**config.mk**
```make
export PLATFORM = sky130hd
export DESIGN_NAME = gt_link_ctrl
export DESIGN_NICKNAME = d
export VERILOG_FILES = /design/src/rtl/gt_link_ctrl.sv
export SDC_FILE = /design/constraint.sdc
export NUM_CORES = 1
export LEC_CHECK = 0
export CAP_MARGIN = 20
export CORE_MARGIN = 2
export CORE_UTILIZATION = 30
export CTS_CLUSTER_SIZE = 30
export DETAILED_ROUTE_END_ITERATION = 8
export GPL_ROUTABILITY_DRIVEN = 0
export GPL_TIMING_DRIVEN = 0
export MAX_ROUTING_LAYER = met4
export PLACE_DENSITY_LB_ADDON = 0.3
export SKIP_CTS_REPAIR_TIMING = 1
export SYNTH_ARGS = -nofsm -noshare
export SYNTH_HDL_FRONTEND = slang
export SYNTH_SLANG_ARGS = --single-unit
```
**constraint.sdc**
```tcl
create_clock -name i_sysclk -period 3 [get_ports i_sysclk]
set_input_delay 0.3 -clock i_sysclk [delete_from_list [all_inputs] [get_ports i_sysclk]]
set_output_delay 0.3 -clock i_sysclk [all_outputs]
set_load 0.1 [all_outputs]
```
**src/rtl/gt_link_ctrl.sv**
```systemverilog
// gt_link_ctrl: multi-lane transceiver bring-up sequencer (QPLL, TX/RX resets, comma alignment, retries).
// Define GT_LINK_POL_AUTO_EN to flip RX polarity of misaligned lanes on each alignment retry.
`timescale 1ns/1ps
module gt_link_ctrl #(
  parameter int NUM_CH = 4,
  parameter int RST_HOLD_CYC = 16,
  parameter int TIMEOUT_CYC = 1000000,
  parameter int STABLE_CYC = 1024,
  parameter int MAX_RETRY = 3,
  parameter logic [NUM_CH-1:0] RX_POL_INIT = {NUM_CH{1'b0}}
) (
  input  logic              i_sysclk,
  input  logic              i_rst_n,
  input  logic              i_enable,
  input  logic              i_qplllock,
  input  logic [NUM_CH-1:0] i_tx_done,
  input  logic [NUM_CH-1:0] i_rx_done,
  input  logic [NUM_CH-1:0] i_rx_ByteAlign,
  output logic [NUM_CH-1:0] o_tx_rst,
  output logic [NUM_CH-1:0] o_rx_rst,
  output logic [NUM_CH-1:0] o_rx_polarity,
  output logic [NUM_CH-1:0] o_ch_up,
  output logic              o_link_up,
  output logic              o_fail,
  output logic [3:0]        o_retry_cnt,
  output logic [3:0]        o_state
);
  localparam int SW = $clog2(STABLE_CYC + 1);
  typedef enum logic [3:0] {
    IDLE = 4'd0, WAIT_QPLL = 4'd1, TX_RST = 4'd2, TX_WAIT = 4'd3, RX_RST = 4'd4,
    RX_WAIT = 4'd5, ALIGN = 4'd6, UP = 4'd7, FAIL = 4'd8
  } state_t;
  state_t state, state_n;
  logic [1:0] qpll_sy;
  logic [1:0][NUM_CH-1:0] tx_sy, rx_sy, al_sy;
  logic [31:0] tmo_cnt;
  logic [SW-1:0] stb_cnt;
  logic [3:0] retry_cnt;
  logic qpll_s, all_tx, all_rx, all_al, tmo, hold_done, stb_full, can_retry;
  logic tmo_hit, retry_inc, retry_clr, restart;
  assign qpll_s = qpll_sy[1];
  assign all_tx = &tx_sy[1];
  assign all_rx = &rx_sy[1];
  assign all_al = &al_sy[1];
  assign tmo = tmo_cnt == 32'(TIMEOUT_CYC - 1);
  assign hold_done = tmo_cnt == 32'(RST_HOLD_CYC - 1);
  assign stb_full = stb_cnt == SW'(STABLE_CYC - 1);
  assign can_retry = retry_cnt < 4'(MAX_RETRY);
  always_comb begin
    state_n = state;
    tmo_hit = 1'b0;
    case (state)
      IDLE:      state_n = WAIT_QPLL;
      WAIT_QPLL: if (qpll_s) state_n = TX_RST; else tmo_hit = tmo;
      TX_RST:    if (hold_done) state_n = TX_WAIT;
      TX_WAIT:   if (all_tx) state_n = RX_RST; else tmo_hit = tmo;
      RX_RST:    if (hold_done) state_n = RX_WAIT;
      RX_WAIT:   if (all_rx) state_n = ALIGN; else tmo_hit = tmo;
      ALIGN:     if (all_al && stb_full) state_n = UP; else tmo_hit = tmo;
      UP:        if (!qpll_s) state_n = WAIT_QPLL; else if (!all_al) state_n = RX_RST;
      FAIL:      state_n = FAIL;
      default:   state_n = IDLE;
    endcase
    if (tmo_hit) state_n = !can_retry ? FAIL : (state == RX_WAIT || state == ALIGN) ? RX_RST : WAIT_QPLL;
    if (!i_enable) state_n = IDLE;
  end
  assign retry_inc = tmo_hit && can_retry && i_enable;
  assign retry_clr = (state == IDLE || state == UP) && state_n != state;
  // a WAIT_QPLL retry re-enters the same state, so it must restart the timer explicitly
  assign restart = state_n != state || retry_inc;
  always_ff @(posedge i_sysclk) begin
    if (!i_rst_n) begin
      state <= IDLE;
      qpll_sy <= '0;
      tx_sy <= '0;
      rx_sy <= '0;
      al_sy <= '0;
      tmo_cnt <= '0;
      stb_cnt <= '0;
      retry_cnt <= '0;
    end else begin
      state <= state_n;
      qpll_sy <= {qpll_sy[0], i_qplllock};
      tx_sy <= {tx_sy[0], i_tx_done};
      rx_sy <= {rx_sy[0], i_rx_done};
      al_sy <= {al_sy[0], i_rx_ByteAlign};
      tmo_cnt <= restart ? '0 : tmo_cnt + {31'd0, ~&tmo_cnt};
      stb_cnt <= (restart || state != ALIGN || !all_al) ? '0 : stb_cnt + SW'(1);
      retry_cnt <= retry_clr ? '0 : retry_cnt + 4'(retry_inc);
    end
  end
`ifdef GT_LINK_POL_AUTO_EN
  logic [NUM_CH-1:0] pol;
  always_ff @(posedge i_sysclk) begin
    if (!i_rst_n) pol <= RX_POL_INIT;
    else if (state == ALIGN && state_n == RX_RST) pol <= pol ^ ~al_sy[1];
  end
  assign o_rx_polarity = pol;
`else
  assign o_rx_polarity = RX_POL_INIT;
`endif
  assign o_tx_rst = {NUM_CH{state == IDLE || state == TX_RST || state == FAIL}};
  assign o_rx_rst = {NUM_CH{state == IDLE || state == RX_RST || state == FAIL}};
  assign o_ch_up = al_sy[1] & {NUM_CH{state == ALIGN || state == UP}};
  assign o_link_up = state == UP;
  assign o_fail = state == FAIL;
  assign o_retry_cnt = retry_cnt;
  assign o_state = state;
endmodule

```
### Word level (Yosys, flattened, before mapping)

Cells that the tools add are included.

* flip-flop bits (word level): 77
* input bits: 16
* output and inout bits: 26
* word-level logic and storage cells: 72

* $add $sub $neg: 3
* magnitude comparators: 1
* eq/ne operators: 13
* multiplexer cells: 18
* bitwise operators: 2
* reductions and logical operators: 24

Operator list (number)
* $mux 4: 11
* $pmux 4 s9: 1
* $add 32x1->32: 1
* $eq 32x20->1 const B: 1
* $eq 32x4->1 const B: 1
* $reduce_and 32->1: 1
* $eq 4x3->1 const B: 4
* $reduce_and 4->1: 3
* $add 11x1->11 const B: 1
* $eq 11x10->1 const B: 1
* $logic_or 1x1->1: 10
* $eq 4x2->1 const B: 2
* $reduce_or 2->1: 3
* $add 4x1->4: 1
* $and 4x4->4: 1
* $eq 4x1->1 const B: 1
* $eq 4x4->1 const B: 1
* $logic_and 1x1->1: 4
* $logic_not 4->1: 1
* $lt 4x2->1 const B: 1
* $mux 1: 4
* $ne 4x3->1 const B: 1
* $ne 4x4->1: 1
* $pmux 1 s4: 1
* 3 further kinds: 4

### Logic depth before layout (Yosys ltp)

Gate-level depths: netlist of run 1.

* depth in word-level cells: 11
* depth in mapped cells: 13
* mapped depth without buffers: 13

### Least setup slack after synthesis of run 1

Ideal clock, no wire load.

* kind: reg-to-output
* from: reg state[2] (netlist: o_state[2])
* to: out o_tx_rst[1]
* arrival time: 4.177 ns
* data required time: 2.700 ns
* setup slack: -1.477 ns
* cell stages (with the launch flop): 5
* buffers on the path: 3
* cells stage by stage: dfxtp_1 -> clkbuf_1 -> clkbuf_1 -> a211oi_1 -> buf_4

* cells in the longest elaborated chain, start to end: 3
* elaborated cells on any way between the ends: 5
* those cells by class: eq/ne: 2; reduce/logical: 3

RTL lines
* start, declared: line 33 `state_t state, state_n;`
* start signal, assigned: line 82 `state <= state_n;`
* $eq 4x2->1 / $logic_not 4->1 (equally long branches): line 102 `assign o_tx_rst = {NUM_CH{state == IDLE || state == TX_RST || state == FAIL}};`
* $logic_or 1x1->1: line 102
* $logic_or 1x1->1 *: line 102
* end, declared: line 19 `output logic [NUM_CH-1:0] o_tx_rst,`

Mark *: on every way between the ends. The rest lies on a longest branch, timed or not.

### Final worst setup path of run 1

* from: reg tmo_cnt[8]
* to: reg tmo_cnt[30]

* cells in the longest elaborated chain, start to end: 8
* elaborated cells on any way between the ends: 20
* those cells by class: add/sub: 1; eq/ne: 3; mux: 10; reduce/logical: 6

RTL lines
* start, declared: line 36 `logic [31:0] tmo_cnt;`
* start signal, assigned: line 87 `tmo_cnt <= restart ? '0 : tmo_cnt + {31'd0, ~&tmo_cnt};`
* $eq 32x4->1 / $eq 32x20->1 (equally long branches): line 46, 45
* $mux 4 (tied with other cells): line 57 `RX_RST: if (hold_done) state_n = RX_WAIT;`
* $pmux 4 s9 / $pmux 1 s4 (equally long branches): line 52 `case (state)`
* $mux 4: line 64 `if (tmo_hit) state_n = !can_retry ? FAIL : (state == RX_WAIT || state == ALIGN) ? RX_RST : WAIT_QPLL;`
* $mux 4: line 65 `if (!i_enable) state_n = IDLE;`
* $ne 4x4->1: line 70 `assign restart = state_n != state || retry_inc;`
* $logic_or 1x1->1: line 70
* $reduce_or 2->1 (no line)

Parallel ways exist; a longest one is shown, timed or not.
A chain may end at the register's enable or synchronous reset.

==> results of run 1 <==
-- sequential cells by signal, indices dropped and copies added, names as in the netlist --
signal	cells
o_retry_cnt	4
al_sy	8
tx_sy	8
o_state	4
qpll_sy	2
tmo_cnt	32
stb_cnt	11
rx_sy	8
-- worst max-delay path, stage by stage (launching register included) --
cell      delay, ns
dfxtp_4        0.38
nand4_1        0.18
or4_4          0.57
or4_4          0.54
ha_4           0.19
ha_2           0.20
nand3_4        0.13
nor4_2         0.08
nand2b_1       0.14
or2_4          0.15
nor2_1         0.04
xnor2_1        0.18
nor2_2         0.04
-- layer usage --
layer,GRT usage,vias to the layer above,share of wire
met3,0.03229,10,0.041
met5,-,-,0
li1,-,1517,-
met2,0.1870,58,0.44
met1,0.1663,1365,0.51
met4,0.04878,0,0.016
-- power breakdown --
group          total (µW)  internal (µW)  switching (µW)
logic                 217           75.8             142
clock network        1060            584             481
registers            1050           1040            8.22
total                2330           1700             631
-- stage by stage --
| step | worst slack [ns] | hold WS [ns] | util | setup TNS (ns) |
|---|---|---|---|---|
| 6_report | 0.08911 | 0.4330 | 0.3863 | 0 |
| 3_3_place_gp | -0.2586 | 0.4152 | 0.3545 | -0.9892 |
| 3_5_place_dp | -0.2675 | 0.4194 | 0.3545 | -1.135 |
| 5_1_grt | -0.04042 | 0.4491 | 0.3863 | -0.04042 |
| 4_1_cts | -0.4158 | 0.4348 | 0.3789 | -4.955 |
| 2_1_floorplan | -0.3469 | 0.4118 | - | -2.058 |
-- worst paths after layout --
| path | to | from |
|---|---|---|
| setup reg to reg | tmo_cnt[30] | tmo_cnt[8] |
| hold / removal | tx_sy[6] | tx_sy[2] |
| setup / recovery | tmo_cnt[30] | tmo_cnt[8] |
| hold reg to reg | tx_sy[6] | tx_sy[2] |
-- kinds of logic (layout without fill, tap and decap cells) --
kind of cell | count (synthesis) | after routing
AO/OA/AOI/OAI | 35 | 35
XOR/XNOR | 42 | 42
adder cells (fa/ha/maj) | 5 | 5
buffers and inverters | 35 | 91
flip-flops | 77 | 77
other | 1 | 4
AND/OR/NAND/NOR | 218 | 218
-- layout make-up --
class                           count  area (µm²)
Clock inverter                      7       66.31
Multi-Input combinational cell    304        1991
Inverter                           10       37.54
Timing Repair Buffer               40       395.4
Fill cell                        1172        7341
Sequential cell                    77        1562
Buffer                             25       160.2
Tap cell                          147       183.9
Clock buffer                        9       225.2
-- synth_stat cells, drive strengths merged (4+ instances only) --
library cell and count:
a21o 4, nor2b 4, a211o 4, or4 5, xor2 21, xnor2 21
buf 18, or3 4, nand3 17, nand2b 5, nor3 8, a21oi 4
and3 8, clkbuf 7, nand4 21, nor2 68, nand2 23, and2 31
inv 10, ha 5, nor4 11, dfxtp 77, o21ai 7
==> results.md, run 1 <==
- Tot Pwr: 2330 µW
- Core ar.: ~12000 µm²
- Crit. End Element: register
- Post-Synthesis Cells: slightly above 400
- Critical Path Start Type: register
- Worst slew margin: 0.3283
- Die X: 114.5 µm
- Total Routing Usage GR: 0.1267
- Worst R2R Path Depth: 12
- Initial antenna violation count: 0
- Average wire per standard cell: about 13 µm
- Worst-path clk slew: roughly 0.060 ns
- Peak VDD IR: about 0.3 mV
- ANT cells: 0
- Drt total wl: slightly below 8000 µm
- Peak Freq: between 0.3 and 0.4 GHz
- Initial Util: 0.3062
- Synth Warn #: 0
- DRC viols: 0
- Worst hold path cell count: 1
- Critical path class: reg -> reg
- Vias per cell: roughly 4.8
- Initial detailed-routing violation count: ~100
- Largest cells by area after synthesis: dfxtp_1, and2_1, xnor2_1
- Top_reg_cell synth: dfxtp_1
- Cell taking the most area after synthesis: dfxtp_1
- CTS max path bufs: 2
- Finished layout cell area: about 4600 µm²
- ANT nets after route: 0
- Worst min-delay path class: reg -> reg
- Setup violators final: 0
- Distinct cells, synth: 51
- Synth Area in XOR/XNOR: 0.1004
- Mux contribution to synthesized area: 0
- Flop-to-flop setup slack: roughly 0.089 ns
- Max Slew Vio Count: 0
- Clock sink count: 77
- Share of the synthesized area in the top cell type: 0.4209
- Power Density: between 500 and 600 nW/µm²
- Post-synth ARST share: 0
- Sequential fraction of the synthesis area: 0.4209
- TritonRoute pass-1 iters: 4
- Largest net degree at the start of global routing: 17
- CP arrival: 3.15 ns
- DR vias: around 3000
- Fin nets: about 490
- Final HPWL DP: 5597 µm
- Later-pin clock latency in the skew report: 0.34 ns
- CTS tree: built
- Most common cell after layout, fill and taps aside: dfxtp_1
- Synth Area in Simple Gates: 0.3352
- DIE AREA: 13110 µm²
- Syn-to-layout area delta: 26.17%
- Non-filler cells, final: 619
- Tcrit/Tclk final: 0.9703
- First-pass GRT wire length: about 13000 µm
- Placed cell count: 600
- CP max FO: 6
- Post-DP Area: ~4200 µm²
- Compound-Gate Fraction of Synth Area: 0.07140
- Max-cap violations: 0
- Mapped cell area: approximately 3700 µm²
- CTS Root Cell: clkbuf_16
- Gr ovfl total: 0
- Adder-Cell Fraction of Synth Area: 0.01708
- Worst Path Required: 3.24 ns
- #FFs+latches synth: just under 80
- Num CTS Buffers: 9
- Rows: 40
- Final Skew: approximately 0.0078 ns
- Layout cell share with drive strength beyond 1: 0.1992
- Port Buffers: 37
- Leakage: roughly 0.0017 µW
- Most frequent cells in the layout: dfxtp_1, nor2_1, and2_1
- Outcome: complete, no violations
- Syn_area_per_cell: approximately 8.9 µm²
- Min cycle time layout: 2.911 ns
- Vert. Die Dim: roughly 110 µm
- Slew @ Worst Pin: around 1.0 ns
- Num ports: 42
- Fin. Hold Viols: 0
- Main combinational cell family by area after synthesis: simple AND/OR/NAND/NOR gates
- EDFF count, synth: 0
- CTS H-tree depth: 3
- Vias in the first global route: around 2700
Power figures use the tool's default switching activity.
==> run 2: changes to the inputs <==
--- a/config.mk
+++ b/config.mk
@@ -5,6 +5,7 @@
 export SDC_FILE = /design/constraint.sdc
 export NUM_CORES = 1
 export LEC_CHECK = 0
+export ABC_AREA = 0
 export CAP_MARGIN = 20
 export CORE_MARGIN = 2
 export CORE_UTILIZATION = 30
==> constraint.sdc (replaced) <==
create_clock -name i_sysclk -period 3.4 [get_ports i_sysclk]
set_input_delay 0.34 -clock i_sysclk [delete_from_list [all_inputs] [get_ports i_sysclk]]
set_output_delay 0.34 -clock i_sysclk [all_outputs]
set_load 0.1 [all_outputs]
==> run 2 against run 1 <==
Compared with the run above:
- first-iteration DRC count increased by 50%
- sequential cell count unchanged
- global-route usage about the same
- non-clock buffer count decreased by 3
- setup slack improved by 0.11 ns
- via count decreased by 1.9%
- combinational power decreased by 12%
- clock skew decreased by 0.0012 ns
- sequential share of layout area decreased by 0.27 points
- sequential power decreased by 12%
- clock-buffer cell count unchanged
- power decreased by 6.8%
==> results.md, run 2 (synthesized netlist as in run 1, its figures left out) <==
- Clock sink count: 77 (unchanged)
- Crit path max-delay family: buffers and inverters
- CP arrival: 2.86 ns (-0.29 ns)
- Die X: 114.5 µm (unchanged)
- Most common cell after layout, fill and taps aside: dfxtp_1
- Tcrit/Tclk final: 0.9413
- DIE AREA: 13110 µm² (unchanged)
- Max Slew Vio Count: 0 (unchanged)
- Max incr delay on CP: 1.18 ns (+0.61 ns)
- Crit-path slowest cell: clkdlybuf4s50_1
- Critical Path Start Type: register
- DR vias: 2895 (-1.9%)
- Final hold slack: 0.4316 ns (-0.001490 ns)
- Fin nets: 485 (-0.61%)
- DRC viols: 0 (unchanged)
- Final Skew: 0.006581 ns (-0.001169 ns)
- Most frequent cells in the layout: dfxtp_1, nor2_1, and2_1
- Buf/Inv on CP: 3 (+3)
- Num ports: 42 (unchanged)
- Rows: 40 (unchanged)
- Initial antenna violation count: 0 (unchanged)
- Peak VDD IR: 0.2328 mV (-23%)
- Post-DP Area: 4228 µm² (-0.30%)
- Core ar.: 11960 µm² (unchanged)
- Vert. Die Dim: 114.5 µm (unchanged)
- RSZ-0062 raised after global routing: no
- Setup violators final: 0 (unchanged)
- Tot Pwr: 2171 µW (-6.8%)
- TritonRoute pass-1 iters: 4 (unchanged)
- CTS H-tree depth: 3 (unchanged)
- Finished layout cell area: 4602 µm² (-0.41%)
- Worst slew margin: 0.3152 (-0.01303)
- Worst hold path cell count: 1 (unchanged)
- ANT cells: 0 (unchanged)
- Later-pin clock latency in the skew report: 0.34 ns (about the same)
- Total Routing Usage GR: 0.1266 (about the same)
- Worst-path clk slew: 0.06 ns (about the same)
- Worst min-delay path class: reg -> reg
- Fin util: 0.3847 (-0.001569)
- Slew @ Worst Pin: 1.024 ns (+0.01949 ns)
- Syn-to-layout area delta: 25.66%
- Initial detailed-routing violation count: 154 (+50%)
- Port Buffers: 37 (unchanged)
- Initial Util: 0.3062 (unchanged)
- Leakage: 0.001745 µW (+2.3%)
- Min cycle time layout: ~3.2 ns
- Met1 WL: 3837 µm (-2.0%)
- Final HPWL DP: 5542 µm (-0.97%)
- Largest net degree at the start of global routing: 16 (-1)
- Crit. End Element: output port
- Metal3 WL: 353 µm (+11%)
- Met2 routed WL: 3271 µm (-3.6%)
- Crit path cell chain: buf_2, clkbuf_1, or3_1, nor2_1, clkdlybuf4s50_1
- First-pass GRT wire length: 12810 µm (+0.27%)
- Critical path class: reg -> out
- CP max FO: 10 (+4)
- Register name with the most flops: tmo_cnt
- Max reg flops: 32 (unchanged)
- Peak Freq: ~0.31 GHz
- Gr ovfl total: 0 (unchanged)
- CTS max path bufs: 2 (unchanged)
- CP Depth: 5 (-7)
- Drt total wl: 7559 µm (-2.5%)
- ANT nets after route: 0 (unchanged)
- Vias per cell: 4.700 (-1.4%)
- Worst Path Required: 3.06 ns (-0.18 ns)
- Highest metal used: met4
- CTS Root Cell: clkbuf_16
- Vias in the first global route: 2751 (+2.2%)
- Worst R2R Path Depth: 12 (unchanged)
- Layout cell share with drive strength beyond 1: 0.1471 (-0.05203)
- CTS tree: built
- Fin. Hold Viols: 0 (unchanged)
- Outcome: complete, no violations
- Average wire per standard cell: 12.27 µm (-2.0%)
- Num CTS Buffers: 9 (unchanged)
- Max-cap violations: 0 (unchanged)
- Largest regs: tmo_cnt (32), stb_cnt (11)
- Power Density: 471.7 nW/µm² (-6.5%)
[run 2: cell count changes in the layout (fill, tap and decap cells not counted), moves of 3 or more]
cell	before	now
dlymetal6s2s_1	9	12
dfxtp_2	10	1
clkbuf_2	4	0
dfxtp_1	65	76
buf_4	13	10
[run 2: stage by stage]
stage | setup WS [ns] | cells | TNS (ns)
3_3_place_gp | 0.1291 | 600 | 0
3_5_place_dp | 0.1218 | 600 | 0
5_1_grt | 0.04031 | 616 | 0
4_1_cts | -0.03206 | 616 | -0.1018
6_report | 0.1996 | 616 | 0
2_1_floorplan | -1.117 | 416 | -7.714
[run 2: where the power goes]
part / leakage (µW) / switching [µW] / internal (µW)
clock: 0.000156 / 400 / 655
combinational: 0.000962 / 125 / 65.1
sequential: 0.000627 / 6.39 / 919
total: 0.00175 / 531 / 1640
[run 2: layer usage]
metal | vias to the layer above | global-route usage
li1 | 1501 | -
met3 | 9 | 0.04076
met5 | - | -
met1 | 1334 | 0.1648
met2 | 51 | 0.1830
met4 | 0 | 0.04715
[run 2: worst register-to-register path: stages, from the launching register on]
cell and delay [ns]:
dfxtp_1 0.44, nand4_1 0.23, or4_1 0.58, or4_1 0.52
ha_1 0.24, ha_1 0.24, nand3_2 0.15, nor4_2 0.09
nand2b_1 0.13, or2_2 0.15, nor2_1 0.05, xnor2_1 0.17
nor2_2 0.04
[run 2: cell type report]
class	instances	area, µm²
plain buffers	25	160.2
clock buffers	9	225.2
clock inverters	7	106.4
fillers	1153	7360
inverters	10	37.54
multi-input cells	304	1946
flip-flops and latches	77	1543
well taps	147	183.9
repair buffers	37	400.4
[run 2: worst paths after layout]
path | startpoint | end | slack (ns)
worst max-delay path | o_state[1] | o_fail | 0.20
worst min-delay path | tx_sy[3] | tx_sy[7] | 0.43
worst max register to register | tmo_cnt[8] | tmo_cnt[30] | 0.27
worst min register to register | tx_sy[3] | tx_sy[7] | 0.43
